<file path="src/rtl/out_triple_serializer_pkg.sv">
// out_triple_serializer_pkg
// Shared types and constants for the triple serializer:
//   - ser_state_t : serializer state encoding (IDLE, SEND1..SEND3)
//   - IDX_*       : word_idx encodings (0 = idle, 1..3 = source bus)
//   - triple_t    : one captured 96-bit value triple (out1 in the MSBs)
package out_triple_serializer_pkg;

  typedef enum logic [1:0] {
    S_IDLE  = 2'd0,
    S_SEND1 = 2'd1,
    S_SEND2 = 2'd2,
    S_SEND3 = 2'd3
  } ser_state_t;

  localparam logic [1:0] IDX_NONE = 2'd0;
  localparam logic [1:0] IDX_1    = 2'd1;
  localparam logic [1:0] IDX_2    = 2'd2;
  localparam logic [1:0] IDX_3    = 2'd3;

  typedef struct packed {
    logic [31:0] out1;
    logic [31:0] out2;
    logic [31:0] out3;
  } triple_t;

endpackage

</file>
<file path="src/rtl/out_triple_serializer_triple_fifo.sv">
// triple_fifo
// Circular FIFO of value triples with separate read/write pointers that wrap
// modulo DEPTH (DEPTH must be a power of two, >= 2).
// Ports:
//   clk, reset  : clock, asynchronous active-high reset (empties the FIFO)
//   push, din   : write din at the tail (ignored when full without a pop)
//   pop         : drop the head entry (ignored when empty)
//   dout        : head entry
//   dout_next   : entry behind the head (valid when count >= 2)
//   count       : occupancy 0..DEPTH
//   full, empty : occupancy flags
module triple_fifo
  import out_triple_serializer_pkg::*;
#(
  parameter int DEPTH = 2
) (
  input  logic                       clk,
  input  logic                       reset,
  input  logic                       push,
  input  logic                       pop,
  input  triple_t                    din,
  output triple_t                    dout,
  output triple_t                    dout_next,
  output logic [$clog2(DEPTH):0]     count,
  output logic                       full,
  output logic                       empty
);

  localparam int AW = $clog2(DEPTH);
  localparam int CW = AW + 1;
  localparam logic [AW-1:0] PTR_ONE = AW'(1'b1);
  localparam logic [CW-1:0] CNT_ONE = CW'(1'b1);
  localparam logic [CW-1:0] CNT_MAX = CW'(DEPTH);

  triple_t       mem [DEPTH];
  logic [AW-1:0] rd_ptr;
  logic [AW-1:0] wr_ptr;
  logic          do_push;
  logic          do_pop;

  // Qualify requests against occupancy; a push into a full FIFO is only legal alongside a pop.
  always_comb begin
    do_pop  = pop && !empty;
    do_push = push && (!full || do_pop);
  end

  // Occupancy flags and head/next-head read ports.
  always_comb begin
    full      = (count == CNT_MAX);
    empty     = (count == {CW{1'b0}});
    dout      = mem[rd_ptr];
    dout_next = mem[rd_ptr + PTR_ONE];
  end

  // Pointer and occupancy registers.
  always_ff @(posedge clk or posedge reset) begin
    if (reset) begin
      rd_ptr <= {AW{1'b0}};
      wr_ptr <= {AW{1'b0}};
      count  <= {CW{1'b0}};
    end else begin
      if (do_push) begin
        wr_ptr <= wr_ptr + PTR_ONE;
      end
      if (do_pop) begin
        rd_ptr <= rd_ptr + PTR_ONE;
      end
      case ({do_push, do_pop})
        2'b10:   count <= count + CNT_ONE;
        2'b01:   count <= count - CNT_ONE;
        default: count <= count;
      endcase
    end
  end

  // Storage array; contents are don't-care while the slot is unoccupied.
  always_ff @(posedge clk) begin
    if (do_push) begin
      mem[wr_ptr] <= din;
    end
  end

endmodule

</file>
<file path="src/rtl/out_triple_serializer.sv">
// out_triple_serializer
// Captures each new (changed) triple from three 32-bit result buses, queues
// it, and streams it out as three tagged 32-bit words over valid/ready.
// Ports:
//   clk, reset                  : clock, asynchronous active-high reset
//   in_out1..in_out3, sample_en : result buses and their valid strobe
//   word_out, word_idx          : serialized word and its source index (0 idle)
//   word_last                   : marks the idx-3 word
//   word_valid, word_ready      : output handshake
//   overflow, drop_count        : sticky drop flag and saturating drop count
//   busy                        : FIFO non-empty or a word in flight
module out_triple_serializer
  import out_triple_serializer_pkg::*;
#(
  parameter int DEPTH = 2,
  parameter int CNT_W = 16
) (
  input  logic             clk,
  input  logic             reset,
  input  logic [31:0]      in_out1,
  input  logic [31:0]      in_out2,
  input  logic [31:0]      in_out3,
  input  logic             sample_en,
  output logic [31:0]      word_out,
  output logic [1:0]       word_idx,
  output logic             word_last,
  output logic             word_valid,
  input  logic             word_ready,
  output logic             overflow,
  output logic [CNT_W-1:0] drop_count,
  output logic             busy
);

  localparam int CW = $clog2(DEPTH) + 1;
  localparam logic [CW-1:0]    CNT_ONE  = CW'(1'b1);
  localparam logic [CNT_W-1:0] DROP_ONE = CNT_W'(1'b1);

  triple_t         cur_triple;
  triple_t         last_triple;
  logic            has_last;
  triple_t         head;
  triple_t         head_next;
  triple_t         next_head;
  logic [CW-1:0]   count;
  logic [CW-1:0]   count_nx;
  logic            full;
  logic            empty;
  logic            candidate;
  logic            push;
  logic            pop;
  logic            drop;

  ser_state_t      state;
  ser_state_t      state_nx;
  logic [31:0]     word_out_nx;
  logic [1:0]      word_idx_nx;
  logic            word_last_nx;
  logic            word_valid_nx;

  triple_fifo #(.DEPTH(DEPTH)) u_fifo (
    .clk       (clk),
    .reset     (reset),
    .push      (push),
    .pop       (pop),
    .din       (cur_triple),
    .dout      (head),
    .dout_next (head_next),
    .count     (count),
    .full      (full),
    .empty     (empty)
  );

  // Assemble the live bus values into a triple.
  always_comb begin
    cur_triple.out1 = in_out1;
    cur_triple.out2 = in_out2;
    cur_triple.out3 = in_out3;
  end

  // Change detection and push/drop decision; a full FIFO still accepts when the head pops this edge.
  always_comb begin
    if (sample_en && (!has_last || (cur_triple != last_triple))) begin
      candidate = 1'b1;
    end else begin
      candidate = 1'b0;
    end
    pop  = (state == S_SEND3) && word_valid && word_ready;
    push = candidate && (!full || pop);
    drop = candidate && !push;
  end

  // Occupancy after this edge; busy is registered from it so it tracks the FIFO exactly.
  always_comb begin
    case ({push, pop})
      2'b10:   count_nx = count + CNT_ONE;
      2'b01:   count_nx = count - CNT_ONE;
      default: count_nx = count;
    endcase
  end

  // Entry that becomes the head once the current one pops: the one behind it,
  // or the triple being pushed this very edge when the FIFO held only one.
  always_comb begin
    if (count > CNT_ONE) begin
      next_head = head_next;
    end else begin
      next_head = cur_triple;
    end
  end

  // Serializer next-state and next-output logic.
  always_comb begin
    state_nx      = state;
    word_out_nx   = word_out;
    word_idx_nx   = word_idx;
    word_last_nx  = word_last;
    word_valid_nx = word_valid;
    case (state)
      S_IDLE: begin
        if (!empty) begin
          state_nx      = S_SEND1;
          word_out_nx   = head.out1;
          word_idx_nx   = IDX_1;
          word_last_nx  = 1'b0;
          word_valid_nx = 1'b1;
        end else begin
          state_nx      = S_IDLE;
          word_out_nx   = 32'd0;
          word_idx_nx   = IDX_NONE;
          word_last_nx  = 1'b0;
          word_valid_nx = 1'b0;
        end
      end
      S_SEND1: begin
        if (word_ready) begin
          state_nx    = S_SEND2;
          word_out_nx = head.out2;
          word_idx_nx = IDX_2;
        end else begin
          state_nx = S_SEND1;
        end
      end
      S_SEND2: begin
        if (word_ready) begin
          state_nx     = S_SEND3;
          word_out_nx  = head.out3;
          word_idx_nx  = IDX_3;
          word_last_nx = 1'b1;
        end else begin
          state_nx = S_SEND2;
        end
      end
      S_SEND3: begin
        if (word_ready) begin
          if (count_nx != {CW{1'b0}}) begin
            // Another triple is waiting: start it immediately, no idle bubble.
            state_nx      = S_SEND1;
            word_out_nx   = next_head.out1;
            word_idx_nx   = IDX_1;
            word_last_nx  = 1'b0;
            word_valid_nx = 1'b1;
          end else begin
            state_nx      = S_IDLE;
            word_out_nx   = 32'd0;
            word_idx_nx   = IDX_NONE;
            word_last_nx  = 1'b0;
            word_valid_nx = 1'b0;
          end
        end else begin
          state_nx = S_SEND3;
        end
      end
      default: begin
        state_nx      = S_IDLE;
        word_out_nx   = 32'd0;
        word_idx_nx   = IDX_NONE;
        word_last_nx  = 1'b0;
        word_valid_nx = 1'b0;
      end
    endcase
  end

  // Serializer state and registered output word.
  always_ff @(posedge clk or posedge reset) begin
    if (reset) begin
      state      <= S_IDLE;
      word_out   <= 32'd0;
      word_idx   <= IDX_NONE;
      word_last  <= 1'b0;
      word_valid <= 1'b0;
      busy       <= 1'b0;
    end else begin
      state      <= state_nx;
      word_out   <= word_out_nx;
      word_idx   <= word_idx_nx;
      word_last  <= word_last_nx;
      word_valid <= word_valid_nx;
      busy       <= (count_nx != {CW{1'b0}}) || word_valid_nx;
    end
  end

  // Last-seen triple; updated by every candidate, even a dropped one.
  always_ff @(posedge clk or posedge reset) begin
    if (reset) begin
      has_last    <= 1'b0;
      last_triple <= '0;
    end else if (candidate) begin
      has_last    <= 1'b1;
      last_triple <= cur_triple;
    end else begin
      has_last    <= has_last;
      last_triple <= last_triple;
    end
  end

  // Sticky overflow flag and saturating drop counter.
  always_ff @(posedge clk or posedge reset) begin
    if (reset) begin
      overflow   <= 1'b0;
      drop_count <= {CNT_W{1'b0}};
    end else if (drop) begin
      overflow <= 1'b1;
      if (drop_count != {CNT_W{1'b1}}) begin
        drop_count <= drop_count + DROP_ONE;
      end else begin
        drop_count <= drop_count;
      end
    end else begin
      overflow   <= overflow;
      drop_count <= drop_count;
    end
  end

endmodule
</file>
<file path="config.mk">
export PLATFORM = sky130hd
export DESIGN_NAME = out_triple_serializer
export DESIGN_NICKNAME = d
export VERILOG_FILES = /design/src/rtl/out_triple_serializer_pkg.sv /design/src/rtl/out_triple_serializer_triple_fifo.sv /design/src/rtl/out_triple_serializer.sv
export SDC_FILE = /design/constraint.sdc
export NUM_CORES = 1
export LEC_CHECK = 0
export ABC_AREA = 1
export CORE_UTILIZATION = 36
export CTS_CLUSTER_DIAMETER = 30
export CTS_CLUSTER_SIZE = 16
export DETAILED_ROUTE_END_ITERATION = 8
export GPL_TIMING_DRIVEN = 0
export PLACE_DENSITY = 0.61
export SLEW_MARGIN = 25
export SYNTH_ARGS = -nofsm -noshare
export SYNTH_HDL_FRONTEND = slang
export SYNTH_HIERARCHICAL = 1
export SYNTH_SLANG_ARGS = --single-unit
export TNS_END_PERCENT = 10
</file>
<file path="constraint.sdc">
create_clock -name clk -period 6.6 [get_ports clk]
set_input_delay 1.65 -clock clk [delete_from_list [all_inputs] [get_ports clk]]
set_output_delay 1.65 -clock clk [all_outputs]
set_load 0.02 [all_outputs]
</file>
# After elaboration in Yosys (flattened, before gate mapping)
# Memories as Yosys holds them, arrays and structs flattened.
# Index checks and enable logic that the tools add are counted.
# totals
word_cells,87
ram_bits,192
inputBits,100
regBits,157
mem_count,1
out_inout_bits,54
# mem_list
name,depth,word_bits,rd,rd_clocked_by_memory_dff,write_ports,line,text
u_fifo.mem,2,96,2,0,1,out_triple_serializer_triple_fifo.sv:35,triple_t mem [DEPTH];
# classes
magnitude_cmp,1
muxes,29
add_sub_neg,5
n_reduce_logical,23
eq_ne,13
# op_table
operator,count
$mux 32,5
$pmux 32 s4,1
$mux 96,1
$ne 96x96->1,1
$add 16x1->16 const B,1
$ne 16x16->1 const B,1
$pmux 2 s4,2
$mux 1,11
$eq 2x2->1 const B,5
$mux 2,5
$pmux 2 s2,2
$logic_and 1x1->1,7
$eq 2x1->1 const B,3
$ne 2x2->1 const B,3
$reduce_and 3->1,2
$logic_not 1->1,4
$logic_not 2->1,2
$logic_or 1x1->1,4
$reduce_bool 2->1,2
$pmux 1 s3,1
$reduce_bool 3->1,1
$add 1x1->1 const B,2
$add 2x1->2 const B,1
$gt 2x1->1 const B,1
3 further kinds,3

# Logic depth before layout (Yosys ltp)
# logic_depth
depth_word,12
mapped_depth,25
depth_no_buf,23

# Cells and area by module
# The synthesis kept the hierarchy.
# by_module_without_submodules
mod,n_inst,cells_per_inst,area_each_um2,seq_area_each_um2
out_triple_serializer,1,1494,9656.8,3828.7
triple_fifo,1,745,8548.2,5865.6

# Least setup slack after synthesis
# Ideal clock, no wire load.
# synth_path
kind,input port to flip-flop
start,in word_ready
end,mem u_fifo/mem[0][0] (netlist bit) (enable)
cell_stages,9
setup_ps,552
t_arrival_ps,6928
path_slack_ps,-879
required_ps,6048
path_cell_list,clkbuf_1 -> nand2_1 -> nor2_1 -> inv_1 -> nand2_1 -> inv_1 -> nor2_1 -> o21ai_2 -> nor2_1
# synth_between
elab_chain_cells,6
# synth_rtl
item,line,text
start: declaration,out_triple_serializer.sv:28,"input logic word_ready,"
$logic_and 1x1->1,out_triple_serializer.sv:87,pop = (state == S_SEND3) && word_valid && word_ready;
via pop,out_triple_serializer.sv:50,logic pop;
$logic_or 1x1->1,out_triple_serializer.sv:88,push = candidate && (!full || pop);
$logic_and 1x1->1,out_triple_serializer.sv:88,
via push,out_triple_serializer.sv:49,logic push;
$logic_and 1x1->1,out_triple_serializer_triple_fifo.sv:44,do_push = push && (!full || do_pop);
$mux 1,out_triple_serializer_triple_fifo.sv:78,if (do_push) begin
$mux 1 (not written as such),out_triple_serializer_triple_fifo.sv:79,mem[wr_ptr] <= din;
end: declaration,out_triple_serializer_triple_fifo.sv:35,
# The timed path passes the listed nets, and every way through them passes these cells.

# Final worst setup path
# layout_path
start,in in_out1[31]
end,reg word_out[16]
# layout_between
elab_chain_cells,11
# layout_rtl
item,line,text
start: declaration,out_triple_serializer.sv:20,"input logic [31:0] in_out1,"
$ne 96x96->1 *,out_triple_serializer.sv:82,if (sample_en && (!has_last || (cur_triple != last_triple))) begin
$logic_or 1x1->1 *,out_triple_serializer.sv:82,
$logic_and 1x1->1 *,out_triple_serializer.sv:82,
$mux 1 *,out_triple_serializer.sv:82,
$logic_and 1x1->1 *,out_triple_serializer.sv:88,
via push,out_triple_serializer.sv:49,
$eq 2x1->1 or $eq 2x2->1 (tied branches),out_triple_serializer.sv:94,"case ({push, pop})"
$pmux 2 s2 *,out_triple_serializer.sv:94,
$reduce_bool 2->1 *,out_triple_serializer.sv:155,if (count_nx != {CW{1'b0}}) begin
$mux 32 *,out_triple_serializer.sv:155,
$mux 32 *,out_triple_serializer.sv:154,if (word_ready) begin
$pmux 32 s4 *,out_triple_serializer.sv:118,case (state)
end signal: assignment,out_triple_serializer.sv:194,word_out <= word_out_nx;
end: declaration,out_triple_serializer.sv:24,"output logic [31:0] word_out,"
# Mark *: on every way through the listed nets, which the timed path passes. The rest lies on a longest branch. The select of a mux whose other input is x is not followed.
# A chain may end at the register's enable or synchronous reset.

==> summary.md <==
| Metric | Value |
|---|---|
| Outcome | complete, no violations |
| Final antenna-violating net count | 0 |
| Synth Area per Inst | between 8 and 9 um^2 |
| Psw | 0.003861 W |
| Starting DRT DRC Count | 1,185 |
| Initial Util | 36.62% |
| Hold Path Origin | overflow |
| Clk slew on worst S/H paths | ~0.05 ns |
| Slew headroom | 48.62% |
| Worst setup SP type | input pin |
| DRT Pass-1 Iters | 5 |
| # setup viols final | 0 |
| I/O pins | 154 |
| Post-cts gate resize count | 0 |
| Worst EP required | approximately 7.1 ns |
| CTS Sinks | around 350 |
| Nets@finish | 2,455 |
| Worst hold slack | ~0.47 ns |
| Max Slew Vio Count | 0 |
| Rows | 80 |
| Max Cap Viol | 0 |
| Die W | 222.8 um |
| Area Overhead vs Synth | 31.65% |
| Post-Route Setup TNS | 0 ns |
| Critical path capture point type | register |
| Total global-route track usage | 22.57% |
| GRT Residual Overflow | 0 |
| WL per Instance | between 15 and 20 um |
| Hold-fix buffers at CTS | 0 |
| Worst Skew | 0.02717 ns |
| Fin worst setup slack | 0.8917 ns |
| Power per cell area | 471.0 nW/um^2 |
| Vias | 14,840 |
| Leak pwr | 10.58 nW |
| CTS buffer count | 81 |
| Die area | between 40,000 and 50,000 um^2 |
| Pin count of the biggest net entering global routing | just under 80 |
| Syn nets | 2,209 |
| Skew-Pair Late Insertion Delay | 0.61 ns |
| Fraction of layout cells with a size suffix above 1 | just over 10% |
| Placer Congestion | 0.9463 |
| Critical path startpoint | in_out1[31] |
| Crit Path Max Fanout | 10 |
| CTS Root Cell | clkbuf_16 |
| Vias per std cell | 4.897 |
| Placed Area | 20,170 um^2 |
| Core Box Area | 47,950 um^2 |
| Ys Warns | 6 |
| Post-route cell area | approximately 23,000 um^2 |
| DRC violations left | 0 |
| Most common cell after layout, fill and taps aside | nand2_1 |
| RSZ-0062 raised after global routing | no |
| Fill count | 4,455 |
| Crit Path Class | input pin to register |
| CP arrival | 6.23 ns |
| Switch share | 35.46% |
| IO Port Bufs | 152 |
| Final hold violations | 0 |
| Synth Cell Area | approximately 18,000 um^2 |
| Tightest Pin Transition | 0.7656 ns |
| Fin crit period | 5.708 ns |
| Tcrit/Tclk final | 86.49% |
| Die H | 222.8 um |
| CTS tree | done |
| Buffer count from post-CTS setup fixing | 0 |
| Reg2reg start | last_triple[83] |
| H-tree levels | 3 |
| Int Pwr | about 0.007 W |
| Register share of total power | 28.6% |
| Dpl ws | approximately 0.46 ns |
| Post-Route WL | approximately 56,000 um |
| Combinational share of power | 32.3% |
| Syn Inst Count | about 2,100 |
| FMAX | 0.1752 GHz |
| First-pass GRT wire length | 84,160 um |
| Hpwl dp | 41,260 um |
| Clock network power share | roughly 39% |
| Clock tree buffer depth | 3 |
| HP Class | register to register |
| Vias in the first global route | about 14,000 |
| Max VDD drop | ~0.22 mV |
| Most frequent cells in the layout | nand2_1 (647), inv_1 (326), nor2_1 (222) |
| Initial antenna violation count | 1 |
[metal layers]
layer	track usage, %	part of all wire (%)	up-vias
li1	-	-	7152
met1	28.63	42	7071
met2	37.06	47	526
met3	4.853	7.0	94
met4	9.811	3.7	0
met5	0	0	-
[critical path, cell delays in order]
cell and delay, ns:
clkdlybuf4s50_1 0.63, inv_1 0.15, nor2_1 0.11, nor2_1 0.05, nand3_1 0.14, inv_1 0.06
nand2_1 0.06, nor2_1 0.06, nand2_1 0.15, nor2_1 0.07, nand2_1 0.19, nand2_2 0.11
buf_6 0.19, nor2_1 0.32, inv_1 0.09, ha_1 0.31, nand3_1 0.11, nand2_1 0.08
nor2_1 0.58, buf_2 0.37, o211ai_1 0.24, nand3_1 0.13, nand2_1 0.16, a21oi_1 0.19
[power groups by stage]
stage                     clock (W)  combinational [W]  sequential [W]
final                       0.00427            0.00351         0.00311
after floorplan                   0            0.00190         0.00326
after global routing        0.00443            0.00379         0.00315
after global placement            0            0.00326         0.00322
after CTS                   0.00431            0.00349         0.00311
after detailed placement          0            0.00346         0.00314
[layout make-up]
class	instances	area, um^2	area share (%)
flip-flops and latches	349	9694	41.94
multi-input cells	1326	5979	25.87
clock buffers	96	2176	9.413
repair buffers	163	1824	7.892
inverters	337	1272	5.505
well taps	615	769.5	3.329
clock inverters	56	762.0	3.297
plain buffers	88	634.4	2.744
diodes	1	2.502	0.01083
[sequential cells by signal, summed over array words and instances (netlist names)]
register,flops
drop_count,16
has_last,1
word_out,32
u_fifo/count,2
overflow,1
word_idx,2
busy,1
word_valid,1
last_triple,96
u_fifo/mem,192
word_last,1
u_fifo/rd_ptr,1
u_fifo/wr_ptr,1
state,2
[stage by stage]
step | util, % | cells | total power [W]
CTS | 48.20 | 3030 | 0.01091
floorplan | - | 2100 | 0.005166
detailed placement | 42.08 | 2878 | 0.006604
finish | 48.21 | 3031 | 0.01089
global route | 48.21 | 3031 | 0.01137
global placement | 41.40 | 2867 | 0.006480
[final timing paths]
| path | end | slack [ns] | cells after the start |
|---|---|---|---|
| worst max-delay path | word_out[16] | 0.89 | 24 |
| worst min-delay path | overflow | 0.47 | 1 |
| worst max register to register | word_out[16] | 2.29 | 24 |
| worst min register to register | overflow | 0.47 | 1 |
| max in group asynchronous | last_triple[74] | 4.21 | 3 |
| min in group asynchronous | u_fifo/rd_ptr | 1.44 | 2 |
Note: power is estimated with default switching activity, not from simulation.
